File: config.mk
export PLATFORM = sky130hd
export DESIGN_NAME = conv_layer_sched_flat
export DESIGN_NICKNAME = d
export VERILOG_FILES = /design/src/rtl/conv_layer_sched_if.sv /design/src/rtl/conv_layer_sched.sv /design/src/flat_wrapper.sv
export SDC_FILE = /design/constraint.sdc
export NUM_CORES = 1
export LEC_CHECK = 0
export CORE_MARGIN = 3
export CORE_UTILIZATION = 30
export DETAILED_ROUTE_END_ITERATION = 8
export HOLD_SLACK_MARGIN = 0.08
export PLACE_DENSITY = 0.72
export RECOVER_POWER = 50
export REMOVE_ABC_BUFFERS = 1
export SLEW_MARGIN = 20
export SYNTH_ARGS = -nofsm -noshare
export SYNTH_HDL_FRONTEND = slang
export SYNTH_SLANG_ARGS = --single-unit
File: constraint.sdc
create_clock -name clk -period 2.5 [get_ports clk]
set_input_delay 0.5 -clock clk [delete_from_list [all_inputs] [get_ports clk]]
set_output_delay 0.5 -clock clk [all_outputs]
set_load 0.01 [all_outputs]
File: src/rtl/conv_layer_sched_if.sv
// rtl/conv_layer_sched_if.sv - weight-memory, conv-core and output-capture signals of the layer scheduler
interface conv_layer_sched_if #(
  parameter int IC   = 8,
  parameter int OC_W = 4
);
  logic              wt_re;
  logic [OC_W-1:0]   wt_addr;
  logic [IC*9-1:0]   wt_rdata;
  logic              core_run;
  logic [IC*9-1:0]   core_weights;
  logic              core_done;
  logic              out_we;
  logic [OC_W-1:0]   out_oc;

  // Scheduler side
  modport master (
    output wt_re, wt_addr, core_run, core_weights, out_we, out_oc,
    input  wt_rdata, core_done
  );

  // Memory / core / feature-map buffer side
  modport slave (
    input  wt_re, wt_addr, core_run, core_weights, out_we, out_oc,
    output wt_rdata, core_done
  );
endinterface

File: src/rtl/conv_layer_sched.sv
// rtl/conv_layer_sched.sv - sequences one conv core over all output channels; optional CONV_SCHED_PERF_EN cycle counter
module conv_layer_sched #(
  parameter int IC     = 8,
  parameter int OC_MAX = 16,
  parameter int OC_W   = $clog2(OC_MAX)
) (
  input  logic              clk,
  input  logic              rst,
  input  logic              start_i,
  input  logic              abort_i,
  input  logic [OC_W:0]     cfg_num_oc_i,
  output logic              busy_o,
  output logic              done_o,
  output logic [31:0]       perf_cycles_o,
  conv_layer_sched_if.master bus
);

  typedef enum logic [2:0] {
    IDLE  = 3'd0,
    FETCH = 3'd1,
    WAIT  = 3'd2,
    RUN   = 3'd3,
    STORE = 3'd4,
    DONE  = 3'd5
  } state_t;

  localparam logic [OC_W:0] OC_MAX_L = (OC_W+1)'(OC_MAX);
  localparam logic [OC_W:0] ONE_L    = (OC_W+1)'(1);

  state_t            state_q;
  logic [OC_W-1:0]   oc_q;
  logic [OC_W:0]     num_oc_q;
  logic              busy_q;
  logic              done_q;
  logic              wt_re_q;
  logic [OC_W-1:0]   wt_addr_q;
  logic              core_run_q;
  logic [IC*9-1:0]   core_weights_q;
  logic              out_we_q;
  logic [OC_W-1:0]   out_oc_q;

  logic              start_acc;
  logic [OC_W:0]     num_oc_clamped;
  logic              last_oc;

  // A start is only taken in IDLE, and a coincident abort suppresses it
  assign start_acc      = (state_q == IDLE) && start_i && !abort_i;
  assign num_oc_clamped = (cfg_num_oc_i > OC_MAX_L) ? OC_MAX_L : cfg_num_oc_i;
  assign last_oc        = ({1'b0, oc_q} == (num_oc_q - ONE_L));

  // Channel sequencer; every output is set on the transition into the state that owns it
  always_ff @(posedge clk) begin
    if (rst) begin
      state_q        <= IDLE;
      oc_q           <= '0;
      num_oc_q       <= '0;
      busy_q         <= 1'b0;
      done_q         <= 1'b0;
      wt_re_q        <= 1'b0;
      wt_addr_q      <= '0;
      core_run_q     <= 1'b0;
      core_weights_q <= '0;
      out_we_q       <= 1'b0;
      out_oc_q       <= '0;
    end else if (abort_i && (state_q != IDLE)) begin
      state_q    <= IDLE;
      busy_q     <= 1'b0;
      done_q     <= 1'b0;
      wt_re_q    <= 1'b0;
      core_run_q <= 1'b0;
      out_we_q   <= 1'b0;
    end else begin
      case (state_q)
        IDLE: begin
          if (start_acc) begin
            num_oc_q <= num_oc_clamped;
            oc_q     <= '0;
            busy_q   <= 1'b1;
            if (cfg_num_oc_i == '0) begin
              done_q  <= 1'b1;
              state_q <= DONE;
            end else begin
              wt_re_q   <= 1'b1;
              wt_addr_q <= '0;
              state_q   <= FETCH;
            end
          end
        end
        FETCH: begin
          wt_re_q <= 1'b0;
          state_q <= WAIT;
        end
        WAIT: begin
          core_weights_q <= bus.wt_rdata;
          core_run_q     <= 1'b1;
          state_q        <= RUN;
        end
        RUN: begin
          if (bus.core_done) begin
            core_run_q <= 1'b0;
            out_we_q   <= 1'b1;
            out_oc_q   <= oc_q;
            state_q    <= STORE;
          end
        end
        STORE: begin
          out_we_q <= 1'b0;
          if (last_oc) begin
            done_q  <= 1'b1;
            state_q <= DONE;
          end else begin
            oc_q      <= oc_q + OC_W'(1);
            wt_re_q   <= 1'b1;
            wt_addr_q <= oc_q + OC_W'(1);
            state_q   <= FETCH;
          end
        end
        DONE: begin
          done_q  <= 1'b0;
          busy_q  <= 1'b0;
          state_q <= IDLE;
        end
        default: begin
          state_q <= IDLE;
        end
      endcase
    end
  end

  assign busy_o           = busy_q;
  assign done_o           = done_q;
  assign bus.wt_re        = wt_re_q;
  assign bus.wt_addr      = wt_addr_q;
  assign bus.core_run     = core_run_q;
  assign bus.core_weights = core_weights_q;
  assign bus.out_we       = out_we_q;
  assign bus.out_oc       = out_oc_q;

`ifdef CONV_SCHED_PERF_EN
  logic [31:0] perf_q;
  logic [31:0] perf_d;

  // Core-active cycle count: restarts on each accepted start, saturates, holds when idle
  always_comb begin
    perf_d = perf_q;
    if (start_acc) begin
      perf_d = '0;
    end else if (core_run_q && (perf_q != 32'hFFFF_FFFF)) begin
      perf_d = perf_q + 32'd1;
    end
  end

  // Perf counter register
  always_ff @(posedge clk) begin
    if (rst) begin
      perf_q <= '0;
    end else begin
      perf_q <= perf_d;
    end
  end

  assign perf_cycles_o = perf_q;
`else
  assign perf_cycles_o = 32'd0;
`endif

endmodule

File: src/flat_wrapper.sv
// flat-port wrapper written by rule: the top's interface ports become plain ports
module conv_layer_sched_flat 
#(
  parameter int IC     = 8,
  parameter int OC_MAX = 16,
  parameter int OC_W   = $clog2(OC_MAX)
)
  (clk, rst, start_i, abort_i, cfg_num_oc_i, busy_o, done_o, perf_cycles_o, bus_wt_re, bus_wt_addr, bus_core_run, bus_core_weights, bus_out_we, bus_out_oc, bus_wt_rdata, bus_core_done);
  conv_layer_sched_if #(.IC(IC), .OC_W(OC_W)) bus_i ();
  input  logic clk;
  input  logic rst;
  input  logic start_i;
  input  logic abort_i;
  input  logic [OC_W:0] cfg_num_oc_i;
  output logic busy_o;
  output logic done_o;
  output logic [31:0] perf_cycles_o;
  output wire logic [$bits(bus_i.wt_re)-1:0] bus_wt_re;
  output wire logic [$bits(bus_i.wt_addr)-1:0] bus_wt_addr;
  output wire logic [$bits(bus_i.core_run)-1:0] bus_core_run;
  output wire logic [$bits(bus_i.core_weights)-1:0] bus_core_weights;
  output wire logic [$bits(bus_i.out_we)-1:0] bus_out_we;
  output wire logic [$bits(bus_i.out_oc)-1:0] bus_out_oc;
  input wire logic [$bits(bus_i.wt_rdata)-1:0] bus_wt_rdata;
  input wire logic [$bits(bus_i.core_done)-1:0] bus_core_done;
  assign bus_wt_re = bus_i.wt_re;
  assign bus_wt_addr = bus_i.wt_addr;
  assign bus_core_run = bus_i.core_run;
  assign bus_core_weights = bus_i.core_weights;
  assign bus_out_we = bus_i.out_we;
  assign bus_out_oc = bus_i.out_oc;
  assign bus_i.wt_rdata = bus_wt_rdata;
  assign bus_i.core_done = bus_core_done;
  conv_layer_sched #(.IC(IC), .OC_MAX(OC_MAX), .OC_W(OC_W)) u_core (.clk(clk), .rst(rst), .start_i(start_i), .abort_i(abort_i), .cfg_num_oc_i(cfg_num_oc_i), .busy_o(busy_o), .done_o(done_o), .perf_cycles_o(perf_cycles_o), .bus(bus_i));
endmodule
; ---- Yosys cells after proc, flatten, opt, wreduce, memory -nomap -nowiden
; Cells that the tools add are included.
[totals]
reg_bits = 97
in_bits = 82
latchBits = 0
romBits = 0
ram_bits = 0
wordCells = 78
n_memories = 0
[op_classes]
n_reduce_logical = 25
n_mux = 26
mul = 0
shift = 0
div_mod_pow = 0
n_eq_ne = 12
n_addsub = 2
n_bitwise = 1
n_lt_le_gt_ge = 1
[op_table]
columns = cell, n
row1 = 4-bit two-way mux, 4
row2 = 4-bit one-hot mux with 2 select lines, 2
row3 = 3-bit one-hot mux with 5 select lines, 1
row4 = 3-bit two-way mux, 4
row5 = 4-bit AND reduction, 3
row6 = 2-bit AND reduction, 5
row7 = 1-bit two-way mux, 9
row8 = 3-bit nonzero test, 3
row9 = "2-bit inequality test, second input constant", 4
row10 = 2-bit nonzero test, 4
row11 = "3-bit by 2-bit == test with 1-bit output, second input constant", 2
row12 = "3-bit == test, second input constant", 2
row13 = 1-bit one-hot mux with 2 select lines, 3
row14 = 1-bit one-hot mux with 3 select lines, 2
row15 = 3-bit AND reduction, 2
row16 = 4-bit by 5-bit == test with 1-bit output, 1
row17 = "5-bit > comparator, second input constant", 1
row18 = 5-bit zero test, 1
row19 = 5-bit two-way mux, 1
row20 = 5-bit AND reduction, 1
row21 = "5-bit by 1-bit subtractor with 5-bit output, second input constant", 1
row22 = "4-bit by 1-bit adder with 4-bit output, second input constant", 1
row23 = "2-bit by 1-bit inequality test with 1-bit output, second input constant", 2
row24 = "3-bit by 1-bit == test with 1-bit output, second input constant", 1
row25 = 5 further kinds, 7

; ---- Logic depth before layout (Yosys ltp)
[depth]
word_depth = 5
depth_mapped = 7
mapped_depth_nobuf = 7

; ---- Worst setup path before layout
; Ideal clock, no wire load.
[synth_timing]
path_kind = register -> register
startpoint = reg u_core.num_oc_q[0]
endpoint = reg u_core.wt_addr_q[1], in the netlist u_core.bus.wt_addr[1]
t_arrival_ps = 1871
setup_ps = 69
path_slack_ps = 560
synth_period_minus_slack_ps = 1940
required_ps = 2431
n_path_buf = 0
path_stages_with_launch = 8
path_cell_list = dfxtp_1 -> inv_1 -> ha_1 -> xnor2_1 -> nor3_1 -> a311oi_1 -> or4b_1 -> o21ai_1
[synth_between]
elab_chain_len = 4
[synth_lines]
columns = element, line
row1 = from (decl), conv_layer_sched.sv:32  ; logic [OC_W:0] num_oc_q;
row2 = from (signal assigned), conv_layer_sched.sv:76  ; num_oc_q <= num_oc_clamped;
row3 = 5-bit by 1-bit subtractor with 5-bit output, conv_layer_sched.sv:49  ; assign last_oc = ({1'b0, oc_q} == (num_oc_q - ONE_L));
row4 = 4-bit by 5-bit == test with 1-bit output, conv_layer_sched.sv:49
row5 = 2-bit inequality test (no line), --
row6 = 5-bit AND reduction (no line), --
row7 = to (signal assigned), conv_layer_sched.sv:114  ; wt_addr_q <= oc_q + OC_W'(1);
row8 = to (decl), conv_layer_sched.sv:36  ; logic [OC_W-1:0] wt_addr_q;
; Every way passes these cells.
; A chain may end at the register's enable or synchronous reset.

; ---- Worst setup path after layout
[layout_timing]
startpoint = reg u_core.num_oc_q[0]
endpoint = reg u_core.wt_addr_q[0], in the netlist u_core.bus.wt_addr[0]
; The elaborated chain is that of the path after synthesis.

==> out/summary.txt <==
========================================================================================================
Transition time of the tightest slew-check pin                                                  0.686 ns
Netlist area before placement                                                               0.00392 sq mm
Number of placed instances, taps included                                                            807
Setup repair after global routing missed its margin                                                false
Post-Place Cell Area                                                                        0.00564 sq mm
Count of buffers added by post-CTS timing repair for setup                                             0
Number of DRC violations after detailed-routing iteration 0                                          202
Register-to-register path setup slack                                                            0.36 ns
Clock tree buffer depth                                                                                2
Fin Clk Skew                                                                                  0.00565 ns
DRC                                                                                                    0
Overall die width                                                                                 120 um
Antenna Violating Nets Remaining                                                                       0
Number of iterations in the first detailed-routing pass                                                4
#FFs+latches synth                                                                                    97
Proportion of total power due to net switching                                                     0.227
Relative area change from synthesis to final layout                                                52.4%
Skew-Pair Late Insertion Delay                                                                   0.35 ns
Hold_sp                                                                                     u_core.bus.core_weights[57]
Cells on worst reg2reg path                                                                            7
Filler cell count in the final layout                                                              1,222
Number of flops mapped to enable cells by yosys                                                        0
Number of sinks driven by the clock tree                                                              97
Start of the worst register-to-register path                                                u_core.num_oc_q[0]
H-tree levels                                                                                          3
Inserted Diodes                                                                                        0
Sequence of cells on the critical path                                                      inv_1 -> ha_1 -> xnor2_1 -> nor3_1 -> a311oi_1 -> or4b_1 -> o21ai_0
Element type at the critical path start                                                         register
Number of port buffers                                                                               166
Final Hold Vio Count                                                                                   0
Die Outline Area                                                                            0.0145 sq mm
Layout cell share with drive strength beyond 1                                                    0.0522
Final critical delay including setup and external delays                                         2.14 ns
Root buffer selected by CTS                                                                 sky130_fd_sc_hd__clkbuf_16
Most common library cell in the layout ignoring fill and taps                               sky130_fd_sc_hd__nand2_1
HPWL after detailed placement                                                                    8430 um
Worst IR Drop VDD                                                                               0.250 mV
Ratio of routed vias to standard cells                                                              4.53
Type of the tightest min-delay check                                                        register to register
Most used cells in the layout excluding fill and tap cells                                  sky130_fd_sc_hd__nand2_1, sky130_fd_sc_hd__dfxtp_1, sky130_fd_sc_hd__clkdlybuf4s50_1
Result of the run                                                                           complete, no violations
Master of the slowest instance on the critical path                                         sky130_fd_sc_hd__or4b_1
Max-slew violation count                                                                               0
Core Footprint                                                                              0.0127 sq mm
Number of antenna violations at the first check in global routing                                      0
Starting Density                                                                                   0.309
Worst hold path depth                                                                                  2
Relative contribution of the clock network to total power                                          0.430
I/O pin cnt                                                                                          199
Hold_ws                                                                                         0.452 ns
Final WL                                                                                       11,200 um
# setup viols final                                                                                    0
Post-CTS clock slew at the launch and capture registers of the worst setup and hold paths        0.06 ns
Data arrival at the endpoint of the critical path                                                2.41 ns
Part of the Yosys area used for sequential elements                                                0.496
Net switching power of the design                                                               0.790 mW
Internal power consumption                                                                       2.69 mW
Share of async-settable or async-resettable flops after synthesis                                      0
Floorplan row count                                                                                   41
Max stage delay on crit path                                                                     0.54 ns
WS Path Type                                                                                register to register
Routability Congestion                                                                             0.792
Number of CTS-inserted buffers                                                                         9
Via count of the first global-routing pass                                                         3,666
Combinational power share                                                                          0.110
Leakage power of the design                                                                      2.35 nW
Headroom to the max-slew limit                                                                     0.543
Post-layout net count                                                                                730
Yosys warnings                                                                                         0
FF-to-FF End                                                                                u_core.bus.wt_addr[0]
Largest net degree at the start of global routing                                                     45
Number of gates resized after cts                                                                      0
Most used flip-flop cell after synthesis                                                    sky130_fd_sc_hd__dfxtp_1
Type of element capturing the critical path                                                     register
Global-route wire length before repair                                                         17,900 um
Source of the critical timing path                                                          u_core.num_oc_q[0]
Critical Path RT                                                                                 2.77 ns
Largest delay contributor family on the critical path                                       simple AND/OR/NAND/NOR gates
Wire length per cell                                                                             13.6 um
Number of standard cells in the final layout excluding fillers                                       823
Total overflow reported by the global router                                                           0
Terminating pin of the worst hold path                                                      u_core.bus.core_weights[57]
Total non-filler cell area in the finished layout                                           0.00597 sq mm
Final cycle utilization of the critical path                                                       0.856
Buf/Inv on CP                                                                                          1
Fraction of power consumed by sequential logic                                                     0.460
Post-synthesis instance total                                                                        489
Maximum net fanout on the critical path                                                                6
Detailed-route via count                                                                           3,727
CTS tree                                                                                             yes
Global router's overall resource usage                                                             0.154
Cell variety after synth                                                                              41
Max-cap check violation count                                                                          0
Syn Area/Cell                                                                                 8.01 sq um
Die height                                                                                        120 um
Power Dens Cells                                                                             584 mW/mm^2
Max Freq                                                                                         467 MHz
Hold-fix buffers, CTS                                                                                  0
========================================================================================================
area by class of cell:
cell class / instances / area (sq um) / area share
inverters: 8 / 30.0 / 0.00503
flip-flops and latches: 97 / 1940 / 0.326
clock inverters: 6 / 87.6 / 0.0147
repair buffers: 178 / 1740 / 0.292
clock buffers: 10 / 239 / 0.0401
well taps: 172 / 215 / 0.0361
multi-input cells: 352 / 1710 / 0.286
per-stage QoR:
step	utilization	worst slack (ns)	power [mW]	TNS, ns
finish	0.471	0.359	3.48	0
global route	0.471	0.135	3.63	0
CTS	0.471	0.347	3.55	0
detailed placement	0.445	0.0823	2.04	0
global placement	0.445	0.141	2.03	0
floorplan	-	-3.89	1.78	-279.81
registers in the layout, summed over array words and instances (netlist names):
register	flops
u_core.done_o	1
u_core.bus.core_run	1
u_core.bus.wt_re	1
u_core.state_q	3
u_core.bus.wt_addr	4
u_core.num_oc_q	5
u_core.busy_o	1
u_core.bus.out_we	1
u_core.oc_q	4
u_core.bus.out_oc	4
u_core.bus.core_weights	72
layer usage:
layer	part of all wire	GRT usage	wire length, um	vias to the layer above
met5	0	0	0	-
met4	0.015	0.0616	172	0
met3	0.064	0.0355	719	11
met2	0.50	0.276	5670	122
met1	0.42	0.177	4660	1735
li1	-	-	-	1859
synthesized netlist by cell type (2+ instances only):
master                     number  share of area
sky130_fd_sc_hd__a21oi_1       82           0.10
sky130_fd_sc_hd__buf_4         32          0.061
sky130_fd_sc_hd__clkbuf_1      31          0.030
sky130_fd_sc_hd__dfxtp_1       97           0.50
sky130_fd_sc_hd__ha_1           2         0.0064
sky130_fd_sc_hd__inv_1          8         0.0077
sky130_fd_sc_hd__mux2i_1        5          0.013
sky130_fd_sc_hd__nand2_1      157           0.15
sky130_fd_sc_hd__nand3_1        3         0.0038
sky130_fd_sc_hd__nand3b_1       5         0.0096
sky130_fd_sc_hd__nor2_1        12          0.012
sky130_fd_sc_hd__nor3_1         5         0.0064
sky130_fd_sc_hd__nor4b_1        2         0.0045
sky130_fd_sc_hd__o21a_1         2         0.0038
sky130_fd_sc_hd__o21ai_0       14          0.018
sky130_fd_sc_hd__o41ai_1        2         0.0045
sky130_fd_sc_hd__or4b_1         2         0.0051
sky130_fd_sc_hd__xnor2_1        5          0.011
power groups by stage:
stage / Combinational [mW] / Clock (mW) / Sequential [mW]
after global placement: 0.390 / 0 / 1.64
after global routing: 0.419 / 1.60 / 1.61
after detailed placement: 0.395 / 0 / 1.64
final: 0.384 / 1.50 / 1.60
after CTS: 0.397 / 1.55 / 1.60
after floorplan: 0.119 / 0 / 1.66
worst min-delay path: cells and delay by family, from the launching register on:
kind | cells | cell delay [ns]
and+or+nand+nor | 1 | 0.05
DFF | 1 | 0.31
AOI/OAI and AO/OA | 1 | 0.05
cell families after synthesis:
group | synth area share
flops | 0.496
fa+ha+maj | 0.00639
xor+xnor | 0.0195
compound gates | 0.150
buf+inv | 0.0988
other cells | 0.000958
simple gates | 0.216
mux | 0.0128
how the worst max path moves through the flow:
| stage | slack, ns | to | cells past startpoint |
|---|---|---|---|
| 2_1_floorplan | -3.89 | u_core.bus.core_weights[0] | 3 |
| 4_1_cts | 0.35 | u_core.bus.wt_addr[0] | 7 |
| 3_3_place_gp | 0.14 | u_core.bus.wt_addr[1] | 6 |
| 5_1_grt | 0.14 | u_core.bus.wt_addr[0] | 7 |
| 6_report | 0.36 | u_core.bus.wt_addr[0] | 7 |
| 3_5_place_dp | 0.08 | u_core.bus.wt_addr[1] | 6 |
(Power assumes the default switching activity.)
